===== src/rtl/pll_dyn_ctrl_pkg.sv =====
// Shared types for the PLL dynamic-phase controller: FSM state encoding and
// PLL phasesel output codes, plus the channel-index to phasesel mapping.
package pll_dyn_ctrl_pkg;

  typedef enum logic [2:0] {
    ST_RST       = 3'd0,
    ST_WAIT_LOCK = 3'd1,
    ST_IDLE      = 3'd2,
    ST_SETUP     = 3'd3,
    ST_STEP_HI   = 3'd4,
    ST_STEP_LO   = 3'd5,
    ST_LOAD      = 3'd6
  } state_e;

  localparam logic [1:0] SEL_CLKOS  = 2'b00;
  localparam logic [1:0] SEL_CLKOS2 = 2'b01;
  localparam logic [1:0] SEL_CLKOS3 = 2'b10;
  localparam logic [1:0] SEL_CLKOP  = 2'b11;

  // Channel 0 is the primary output CLKOP; the secondaries follow in order.
  function automatic logic [1:0] ch_to_sel(input logic [1:0] ch);
    logic [1:0] sel;
    case (ch)
      2'd0:    sel = SEL_CLKOP;
      2'd1:    sel = SEL_CLKOS;
      2'd2:    sel = SEL_CLKOS2;
      default: sel = SEL_CLKOS3;
    endcase
    return sel;
  endfunction

endpackage


===== src/rtl/pll_lock_filter.sv =====
// Two-flop synchroniser for the raw PLL lock plus the continuous-lock counter
// that qualifies it while the controller waits for lock.
module pll_lock_filter #(
  parameter int LOCK_FILT = 16
) (
  input  logic clk,
  input  logic resetn,
  input  logic pll_lock_i,
  input  logic enable,
  output logic lock_sync,
  output logic filt_done
);

  localparam int CW = $clog2(LOCK_FILT + 1);

  logic          sync_q1;
  logic [CW-1:0] cnt_q;

  always_ff @(posedge clk or negedge resetn) begin
    if (!resetn) begin
      sync_q1   <= 1'b0;
      lock_sync <= 1'b0;
    end else begin
      sync_q1   <= pll_lock_i;
      lock_sync <= sync_q1;
    end
  end

  // Any low sample restarts the count; the count is idle outside WAIT_LOCK.
  always_ff @(posedge clk or negedge resetn) begin
    if (!resetn) begin
      cnt_q <= '0;
    end else if (!enable || !lock_sync) begin
      cnt_q <= '0;
    end else begin
      cnt_q <= cnt_q + CW'(1);
    end
  end

  assign filt_done = enable && lock_sync && (cnt_q == CW'(LOCK_FILT - 1));

endmodule


===== src/rtl/pll_dyn_ctrl.sv =====
// PLL reset/lock sequencing and dynamic phase-step controller.
// Define PLL_DYN_CTRL_RELOCK_EN to re-run the reset/lock sequence on lock loss.
module pll_dyn_ctrl
  import pll_dyn_ctrl_pkg::*;
#(
  parameter int NUM_CH     = 4,
  parameter int RST_CYCLES = 8,
  parameter int LOCK_FILT  = 16,
  parameter int STEP_PULSE = 4,
  parameter int SETTLE     = 8
) (
  input  logic       clk,
  input  logic       resetn,
  input  logic       pll_lock_i,
  output logic       pll_rst_o,
  output logic       locked_o,
  input  logic       req_valid,
  output logic       req_ready,
  input  logic [1:0] req_ch,
  input  logic       req_dir,
  input  logic [3:0] req_steps,
  output logic [1:0] phasesel_o,
  output logic       phasedir_o,
  output logic       phasestep_o,
  output logic       phaseloadreg_o,
  output logic       busy_o,
  output logic       err_ch_o,
  output logic       lock_lost_o,
  output logic [2:0] state_dbg
);

  localparam int RCW   = $clog2(RST_CYCLES + 1);
  localparam int PMAX  = (STEP_PULSE > SETTLE) ? STEP_PULSE : SETTLE;
  localparam int PCW   = $clog2(PMAX + 1);

  state_e         state_q, state_d;
  logic [RCW-1:0] rst_cnt_q;
  logic [PCW-1:0] ph_cnt_q;
  logic [3:0]     steps_q;
  logic           lock_sync, filt_done;
  logic           lock_loss, xfer, ch_bad, good_req;

  pll_lock_filter #(.LOCK_FILT(LOCK_FILT)) u_lock_filter (
    .clk        (clk),
    .resetn     (resetn),
    .pll_lock_i (pll_lock_i),
    .enable     (state_q == ST_WAIT_LOCK),
    .lock_sync  (lock_sync),
    .filt_done  (filt_done)
  );

  assign lock_loss = !lock_sync && (state_q != ST_RST) && (state_q != ST_WAIT_LOCK);
  // Handshake: a request transfers on any edge where req_valid && req_ready;
  // req_valid may be held across busy periods and is taken on the first IDLE cycle.
  assign xfer      = req_valid && req_ready;
  assign ch_bad    = int'(req_ch) >= NUM_CH;
  assign good_req  = xfer && !ch_bad && (req_steps != 4'd0);
  assign state_dbg = state_q;

  always_comb begin
    state_d        = state_q;
    pll_rst_o      = (state_q == ST_RST);
    busy_o         = (state_q != ST_IDLE);
    phasestep_o    = (state_q == ST_STEP_HI);
    phaseloadreg_o = (state_q == ST_LOAD);
`ifdef PLL_DYN_CTRL_RELOCK_EN
    req_ready      = (state_q == ST_IDLE) && !lock_loss;
`else
    req_ready      = (state_q == ST_IDLE);
`endif
    case (state_q)
      ST_RST:       if (rst_cnt_q == RCW'(RST_CYCLES - 1)) state_d = ST_WAIT_LOCK;
      ST_WAIT_LOCK: if (filt_done) state_d = ST_IDLE;
      ST_IDLE:      if (good_req) state_d = ST_SETUP;
      ST_SETUP:     state_d = ST_STEP_HI;
      ST_STEP_HI:   if (ph_cnt_q == PCW'(STEP_PULSE - 1)) state_d = ST_STEP_LO;
      ST_STEP_LO:   if (ph_cnt_q == PCW'(SETTLE - 1))
                      state_d = (steps_q == 4'd1) ? ST_LOAD : ST_STEP_HI;
      ST_LOAD:      state_d = ST_IDLE;
      default:      state_d = ST_RST;
    endcase
`ifdef PLL_DYN_CTRL_RELOCK_EN
    if (lock_loss) state_d = ST_RST;
`endif
  end

  always_ff @(posedge clk or negedge resetn) begin
    if (!resetn) state_q <= ST_RST;
    else         state_q <= state_d;
  end

  // Both counters restart whenever the state changes, so a re-entered RST
  // or a new step phase always begins from zero.
  always_ff @(posedge clk or negedge resetn) begin
    if (!resetn) begin
      rst_cnt_q <= '0;
      ph_cnt_q  <= '0;
    end else begin
      rst_cnt_q <= (state_q == ST_RST && state_d == ST_RST) ? rst_cnt_q + RCW'(1) : '0;
      ph_cnt_q  <= (state_d == state_q && (state_q == ST_STEP_HI || state_q == ST_STEP_LO))
                   ? ph_cnt_q + PCW'(1) : '0;
    end
  end

  always_ff @(posedge clk or negedge resetn) begin
    if (!resetn) begin
      steps_q    <= 4'd0;
      phasesel_o <= SEL_CLKOP;
      phasedir_o <= 1'b0;
    end else if (good_req) begin
      steps_q    <= req_steps;
      phasesel_o <= ch_to_sel(req_ch);
      phasedir_o <= req_dir;
    end else if (state_q == ST_STEP_LO && state_d != ST_STEP_LO) begin
      steps_q    <= steps_q - 4'd1;
    end
  end

  // A loss edge that also re-enters RST keeps lock_lost_o set so the cause stays visible.
  always_ff @(posedge clk or negedge resetn) begin
    if (!resetn) begin
      locked_o    <= 1'b0;
      lock_lost_o <= 1'b0;
      err_ch_o    <= 1'b0;
    end else begin
      err_ch_o <= xfer && ch_bad;
      if (lock_loss) begin
        locked_o    <= 1'b0;
        lock_lost_o <= 1'b1;
      end else begin
        if (filt_done) locked_o <= 1'b1;
        if (state_d == ST_RST && state_q != ST_RST) lock_lost_o <= 1'b0;
      end
    end
  end

endmodule


===== config.mk =====
export PLATFORM = sky130hd
export DESIGN_NAME = pll_dyn_ctrl
export DESIGN_NICKNAME = d
export VERILOG_FILES = /design/src/rtl/pll_dyn_ctrl_pkg.sv /design/src/rtl/pll_lock_filter.sv /design/src/rtl/pll_dyn_ctrl.sv
export SDC_FILE = /design/constraint.sdc
export NUM_CORES = 1
export LEC_CHECK = 0
export CORE_UTILIZATION = 50
export DETAILED_ROUTE_END_ITERATION = 10
export PLACE_DENSITY = 0.77
export SKIP_CTS_REPAIR_TIMING = 1
export SYNTH_ARGS = -nofsm -noshare
export SYNTH_HDL_FRONTEND = slang
export SYNTH_SLANG_ARGS = --single-unit

===== constraint.sdc =====
create_clock -name clk -period 1.9 [get_ports clk]
set_clock_uncertainty 0.1 [all_clocks]
set_input_delay 0.38 -clock clk [delete_from_list [all_inputs] [get_ports clk]]
set_output_delay 0.38 -clock clk [all_outputs]
set_load 0.01 [all_outputs]

==> flow_summary.toml, run 1 <==
[run_status]
status = "completed"

[critical_path]
reg2reg_depth = 5
worstReg2RegStart = "ph_cnt_q[0]"
worstPathArrival_ns = 1.36
critPathCaptureType = "output port"
r2r_slack_ns = 0.09
cp.required_ns = 1.42
reg2reg_to = "ph_cnt_q[2]"
startpoint_type = "register"
crit_type = "register to output port"
path_max_fanout = 5

[global_routing]
grt_max_degree = 28
grt_pass1_vias = 1031
grt_pass1_wl_um = 4443
antenna_found_initial = 0
overflow = 0
track_usage_pct = 21.77

[synthesis]
syn_inst = 136
post-synth-top-count-cell = "dfrtp_1"
synth_largest_area_cell = "dfrtp_1"
syn_area_um2 = 1386
ys_seq_area_share_pct = 48.92
synth_edf_count = 0
ys_async_sr_fraction_pct = 100.0
synth_nets = 155
yosys-top-cells-area = "dfrtp_1 45%, ha_1 7.2%, dfstp_2 3.8%"
yosysUniqueCellTypes = 40
synth.avg_cell_area_um2 = 10.19
synth_common_cells = "25 x dfrtp_1, 13 x nand2_1, 11 x nor2_1, 9 x inv_1"
ys_ff_latch = 27
synth_top_area_share_pct = 45.13
synth_warnings = 0
synthFlopType = "dfrtp_1"

[routing]
detail_route.wl_per_cell_um = 14.49
ant_nets = 0
drt-total-wl_um = 2912
via_per_inst = 5.567
dr_total_vias = 1119
drc = 0
firstDrtPassIters = 4
drtIter0Drc = 14

[layout]
drive_gt1_share_pct = 17.54
fill_cells = 215
multi_input_area_um2 = 660.6
nNetsFinal = 191
final_cell_area_um2 = 1784
regArea_um2 = 681.9
syn2layout_area_growth_pct = 28.70
antenna_cells = 0
post-route-util_pct = 70.11

[timing]
fmax_ghz = 0.5447
post-route-period-util_pct = 96.62
setup_ws_ns = 0.06415
slew_violations = 0
setup_viol = 0
fin_crit_ns = 1.836
fin_tns_setup_ns = 0
hold_violations = 0

[clock_tree]
htreeDepth = 1
cts-root-buf = "clkbuf_4"
cts_tree = "built"
clock-sinks = 27
clk_latency_ns = 0.33
clkTransAtPathRegs_ns = 0.15
cts_buffer_depth = 2
cts_made_buffers = 3

[placed_design]
hpwlAfterDp_um = 2108
pre_cts_ws_ns = -0.3051
io_buffers = 23
placed_area_um2 = 1707
routabilityCongestion = 0.7616

[power_and_ir_drop]
p_int_uw = 695.9
p_sw_uw = 211.1
clock_power_share_pct = 28.1
power_density_nw_per_um2 = 508.3
irDropWorstVdd_mv = 0.6014
swShare_pct = 23.28
power_leakage_nw = 0.8941
share_comb_of_total_power_pct = 6.7
p_seq_share_pct = 65.1

[min_path]
min_path_type = "primary input to async pin"

[run]
cap_viol_max_count = 0

[floorplanning]
pin_count = 25
dieArea_um2 = 2987
rows = 18
initial_core_util_pct = 54.47
core_area_um2 = 2545
die_y_um = 54.66
die_x_um = 54.66
## metrics by stage
stage / hold WS [ns] / cells / power (mW)
after floorplan: -0.01559 / 136 / 0.6177
after global placement: 0.2329 / 195 / 0.6602
after detailed placement: 0.2396 / 195 / 0.6626
after CTS: 0.2906 / 199 / 0.9174
after global routing: 0.3083 / 201 / 0.9460
final: 0.2833 / 201 / 0.9070
## power by group through the flow
| stage | logic, mW | clock network, mW | registers, mW |
|---|---|---|---|
| finish | 0.0612 | 0.255 | 0.591 |
| global route | 0.0700 | 0.283 | 0.593 |
| CTS | 0.0621 | 0.265 | 0.591 |
| detailed placement | 0.0616 | 0 | 0.601 |
| global placement | 0.0597 | 0 | 0.601 |
| floorplan | 0.0182 | 0 | 0.600 |
## sequential cells by signal, summed over array words and instances, names as in the netlist
signal,cells
ph_cnt_q,4
phasesel_o,2
phasedir_o,1
lock_lost_o,1
steps_q,4
u_lock_filter.cnt_q,5
locked_o,1
rst_cnt_q,4
u_lock_filter.lock_sync,1
state_dbg,3
u_lock_filter.sync_q1,1
## layout make-up
cell class | count | share of cell area, %
clock inverters | 1 | 0.2805
inverters | 9 | 1.893
flip-flops and latches | 27 | 38.22
well taps | 30 | 2.104
repair buffers | 36 | 19.21
multi-input cells | 95 | 37.03
clock buffers | 3 | 1.262
## layer usage
metal	GRT usage, %	up-vias	share of wire (%)
li1	-	543	-
met1	26.54	549	43
met2	36.75	23	52
met3	3.333	4	3.2
met4	11.11	0	1.8
met5	0	-	0
## logic make-up (layout without fill, tap and decap cells)
logic type | after synthesis | count (layout) | synth area share [%]
AO/OA/AOI/OAI | 22 | 22 | 11.28
XOR/XNOR | 9 | 9 | 5.686
adder cells (fa/ha/maj) | 8 | 8 | 7.221
buffers and inverters | 14 | 49 | 4.603
flip-flops | 27 | 27 | 48.92
multiplexers | 1 | 1 | 0.7221
other | 1 | 1 | 0.2705
AND/OR/NAND/NOR | 54 | 54 | 21.30
## placed cells by master (no fill, tap or decap), types with 2 or more instances in the layout
master,netlist,final
dlymetal6s2s_1,0,8
dfrtp_2,0,3
nand2_1,13,13
nand3_1,8,8
xor2_1,5,5
a21oi_1,7,7
nand4_1,2,2
nor2_1,11,11
buf_4,1,13
ha_1,8,8
inv_1,9,9
a21o_1,2,2
and3_4,1,2
o21ai_0,4,4
xnor2_1,4,4
and3b_1,2,2
dfrtp_1,25,22
and3_1,4,3
dfstp_2,2,2
clkbuf_4,0,3
nand3b_1,2,2
clkdlybuf4s50_1,0,14
nor3_1,3,2
## how the worst max path moves through the flow
stage,slack [ns],from,depth (start not counted),endpoint
global placement,-0.26,req_steps[0],5,ph_cnt_q[0]
CTS,-0.37,state_dbg[0],3,pll_rst_o
floorplan,0.13,req_steps[0],5,ph_cnt_q[0]
detailed placement,-0.31,req_steps[0],5,ph_cnt_q[0]
finish,0.06,state_dbg[0],4,phasestep_o
global route,-0.008,state_dbg[0],4,phaseloadreg_o
## worst max-delay path, stage by stage (launching register included)
cell and delay (ns):
dfrtp_2 0.49, buf_4 0.17, inv_1 0.06, and3_4 0.18
clkbuf_2 0.13
No activity file was read; power rests on OpenSTA's default activity.
==> inputs of run 2 (changes only) <==
--- a/config.mk
+++ b/config.mk
@@ -8,6 +8,7 @@
 export CORE_UTILIZATION = 50
 export DETAILED_ROUTE_END_ITERATION = 10
 export PLACE_DENSITY = 0.77
+export REMOVE_ABC_BUFFERS = 1
 export SKIP_CTS_REPAIR_TIMING = 1
 export SYNTH_ARGS = -nofsm -noshare
 export SYNTH_HDL_FRONTEND = slang
==> flow_summary.toml, run 2 (synthesis gave the netlist of run 1 again) <==
[run_status]
status = "completed"

[clock_tree]
clk_latency_ns = 0.31
cts-root-buf = "clkbuf_4"
cts_tree = "built"
htreeDepth = 1
clock-sinks = 27
clkTransAtPathRegs_ns = 0.13
cts_buffer_depth = 2
cts_made_buffers = 3

[global_routing]
grt_pass1_vias = 1009
grt_max_degree = 28
overflow = 0
grt_pass1_wl_um = 4243
antenna_found_initial = 0
track_usage_pct = 20.80

[routing]
dr_total_vias = 1066
firstDrtPassIters = 4
via_per_inst = 5.411
drtIter0Drc = 10
drc = 0
drt-total-wl_um = 2741
ant_nets = 0
detail_route.wl_per_cell_um = 13.91

[power_and_ir_drop]
power_density_nw_per_um2 = 505.1
p_int_uw = 696.9
finalPower_uw = 891.1
power_leakage_nw = 0.8925
p_sw_uw = 194.2
clock_power_share_pct = 27.0
swShare_pct = 21.79
p_seq_share_pct = 66.3
irDropWorstVdd_mv = 0.6016
share_comb_of_total_power_pct = 6.8

[timing]
rsz0062_at_grt = "true"
finalHoldWorstSlack_ns = 0.2728
slew_violations = 0
setup_ws_ns = 0.02957
post-route-period-util_pct = 98.44
fin_crit_ns = 1.870
hold_violations = 0
setup_viol = 0
fmax_ghz = 0.5346

[placed_design]
dp.cells = 193
placed_area_um2 = 1692
pre_cts_ws_ns = -0.3264
hpwlAfterDp_um = 2109
routabilityCongestion = 0.7452
io_buffers = 23

[floorplanning]
initial_core_util_pct = 54.47
pin_count = 25
dieArea_um2 = 2987
core_area_um2 = 2545
rows = 18
die_x_um = 54.66
die_y_um = 54.66

[critical_path]
cp.required_ns = 2.00
critPathCaptureType = "register"
crit_type = "primary input to register"
path_max_fanout = 6
worstPathArrival_ns = 1.98
startpoint_type = "primary input"

[layout]
fill_cells = 193
final_common_cell = "dfrtp_1"
nNetsFinal = 187
final_cell_mix = "22 x dfrtp_1, 14 x clkdlybuf4s50_1, 13 x nand2_1"
layout.cells.non_filler = 197
top_register = "u_lock_filter.cnt_q"
largest_reg_flops = 5
antenna_cells = 0
final_cell_area_um2 = 1764
drive_gt1_share_pct = 14.37
syn2layout_area_growth_pct = 27.26

[run]
cap_viol_max_count = 0

[min_path]
min_path_type = "register to register"
==> run 2: final cells by class <==
type                    count  area, um2  area share, %
repair buffers             32      324.1          18.37
flip-flops and latches     27      681.9          38.65
clock buffers               4      26.28          1.489
multi-input cells          95      660.6          37.45
inverters                   9      33.78          1.915
well taps                  30      37.54          2.128
==> run 2: final timing paths <==
path	start	to	slack, ns	cells past startpoint
worst max register to register	ph_cnt_q[0]	ph_cnt_q[1]	0.16	5
max in group asynchronous	resetn	phasesel_o[0]	1.09	2
worst min register to register	u_lock_filter.sync_q1	u_lock_filter.lock_sync	0.27	0
worst max-delay path	req_steps[0]	state_dbg[0]	0.03	4
min in group asynchronous	resetn	u_lock_filter.cnt_q[3]	0.31	2
worst min-delay path	u_lock_filter.sync_q1	u_lock_filter.lock_sync	0.27	0
==> run 2: power by group through the flow <==
stage	sequential (mW)	combinational (mW)	clock [mW]
floorplan	0.600	0.0158	0
global placement	0.600	0.0576	0
detailed placement	0.601	0.0599	0
CTS	0.590	0.0614	0.248
global route	0.592	0.0677	0.280
finish	0.591	0.0603	0.240
==> run 2: worst max-delay path, cell delays in order <==
cell and delay, ns:
clkdlybuf4s50_1 0.44, or4_4 0.56, and3_4 0.23, a2111o_1 0.37
==> run 2: metrics by stage <==
| step | setup TNS [ns] | util [%] |
|---|---|---|
| after floorplan | 0 | - |
| after detailed placement | -3.608 | 66.47 |
| after global placement | -2.919 | 66.47 |
| after global routing | -0.01465 | 69.32 |
| after CTS | -1.209 | 67.50 |
| final | 0 | 69.32 |
==> run 2: layer usage <==
layer | up-vias | GRT usage, % | part of all wire, %
li1 | 533 | - | -
met1 | 512 | 25.22 | 48
met2 | 17 | 35.74 | 48
met3 | 4 | 3.611 | 2.6
met4 | 0 | 8.974 | 1.5
met5 | - | 0 | 0
==> inputs of run 3 (changes only) <==
--- a/config.mk
+++ b/config.mk
@@ -8,6 +8,7 @@
 export CORE_UTILIZATION = 50
 export DETAILED_ROUTE_END_ITERATION = 10
 export PLACE_DENSITY = 0.77
+export RECOVER_POWER = 100
 export REMOVE_ABC_BUFFERS = 1
 export SKIP_CTS_REPAIR_TIMING = 1
 export SYNTH_ARGS = -nofsm -noshare
==> flow_summary.toml, run 3 (synthesis gave the netlist of run 1 again) <==
[global_routing]
grt_max_degree = 28
track_usage_pct = 20.80
grt_pass1_wl_um = 4243
grt_pass1_vias = 1009
antenna_found_initial = 0
overflow = 0

[floorplanning]
rows = 18
pin_count = 25
core_area_um2 = 2545
dieArea_um2 = 2987
initial_core_util_pct = 54.47
die_x_um = 54.66
die_y_um = 54.66

[critical_path]
cp.required_ns = 2.00
startpoint_type = "primary input"
crit_type = "primary input to register"
critPathCaptureType = "register"
worstReg2RegStart = "ph_cnt_q[0]"
startpoint = "req_steps[0]"
path_max_fanout = 6
reg2reg_to = "ph_cnt_q[1]"
reg2reg_depth = 5
worstPathArrival_ns = 1.98
critPathCapture = "state_dbg[0]"
r2r_slack_ns = 0.16

[layout]
largest_reg_flops = 5
nNetsFinal = 187
final_common_cell = "dfrtp_1"
drive_gt1_share_pct = 14.37
antenna_cells = 0
final_cell_mix = "22 x dfrtp_1, 13 x nand2_1, 12 x clkdlybuf4s50_1"
fill_cells = 193
syn2layout_area_growth_pct = 27.08
top_register = "u_lock_filter.cnt_q"

[placed_design]
io_buffers = 23
pre_cts_ws_ns = -0.3264
routabilityCongestion = 0.7452
hpwlAfterDp_um = 2109

[clock_tree]
clock-sinks = 27
cts_made_buffers = 3
cts_buffer_depth = 2
htreeDepth = 1
cts-root-buf = "clkbuf_4"
clkTransAtPathRegs_ns = 0.13
cts_tree = "built"
clk_latency_ns = 0.31

[timing]
hold_violations = 0
slew_violations = 0
post-route-period-util_pct = 98.44
rsz0062_at_grt = "true"
worstMarginPinSlew_ns = 0.6533
fin_crit_ns = 1.870
maxSlewHeadroom_pct = 56.44
setup_viol = 0
setup_ws_ns = 0.02958
finalHoldWorstSlack_ns = 0.2728
fmax_ghz = 0.5346

[power_and_ir_drop]
swShare_pct = 21.83
irDropWorstVdd_mv = 0.5995
power_density_nw_per_um2 = 505.0
p_seq_share_pct = 66.4
power_leakage_nw = 0.8923
p_sw_uw = 194.2
clock_power_share_pct = 27.0
p_int_uw = 695.4
share_comb_of_total_power_pct = 6.6

[routing]
firstDrtPassIters = 4
drtIter0Drc = 10
dr_total_vias = 1066
drc = 0
detail_route.wl_per_cell_um = 13.91
ant_nets = 0
drt-total-wl_um = 2741
via_per_inst = 5.411

[run]
cap_viol_max_count = 0

[min_path]
min_path_type = "register to register"
min_path_cells = 0
min_from = "u_lock_filter.sync_q1"

[run_status]
status = "completed"
==> run 3: cell count changes in the layout (fill, tap and decap cells not counted) <==
cell             before  now
clkbuf_2              0    1
buf_4                 8    7
clkdlybuf4s50_1      14   12
dlygate4sd3_1         0    2
==> run 3: routing by layer <==
| layer | up-vias | wire length (um) | global-route usage (%) |
|---|---|---|---|
| met5 | - | 0 | 0 |
| met4 | 0 | 40 | 8.974 |
| met3 | 4 | 70 | 3.611 |
| met2 | 17 | 1321 | 35.74 |
| met1 | 512 | 1308 | 25.22 |
| li1 | 533 | - | - |
==> run 3: how the worst min path moves through the flow <==
| stage | slack, ns | endpoint |
|---|---|---|
| global placement | 0.23 | u_lock_filter.lock_sync |
| global route | 0.29 | u_lock_filter.lock_sync |
| detailed placement | 0.24 | u_lock_filter.lock_sync |
| CTS | 0.28 | u_lock_filter.lock_sync |
| floorplan | -0.02 | lock_lost_o |
| finish | 0.27 | u_lock_filter.lock_sync |
==> run 3: worst max-delay path, stage by stage <==
cell,delay [ns]
clkdlybuf4s50_1,0.44
or4_4,0.56
and3_4,0.23
a2111o_1,0.37
==> run 3: layout make-up <==
cell class              instances  area [um2]  area share [%]
repair buffers                 32       321.6           18.25
inverters                       9       33.78           1.918
flip-flops and latches         27       681.9           38.71
well taps                      30       37.54           2.131
clock buffers                   4       26.28           1.491
multi-input cells              95       660.6           37.50
==> run 3: power by group through the flow <==
stage	logic (mW)	clock network [mW]	registers, mW
final	0.0587	0.240	0.591
after global routing	0.0661	0.280	0.592
after CTS	0.0614	0.248	0.590
after detailed placement	0.0599	0	0.601
after global placement	0.0576	0	0.600
after floorplan	0.0158	0	0.600
==> run 3: metrics by stage <==
step	std cells	utilization [%]	power [mW]	cell area (um2)	TNS, ns
after floorplan	131	-	0.6160	1356	0
after global placement	193	66.47	0.6581	1692	-2.919
after detailed placement	193	66.47	0.6610	1692	-3.608
after CTS	197	67.50	0.8999	1718	-1.209
after global routing	197	69.22	0.9381	1762	-0.01465
final	197	69.22	0.8896	1762	0
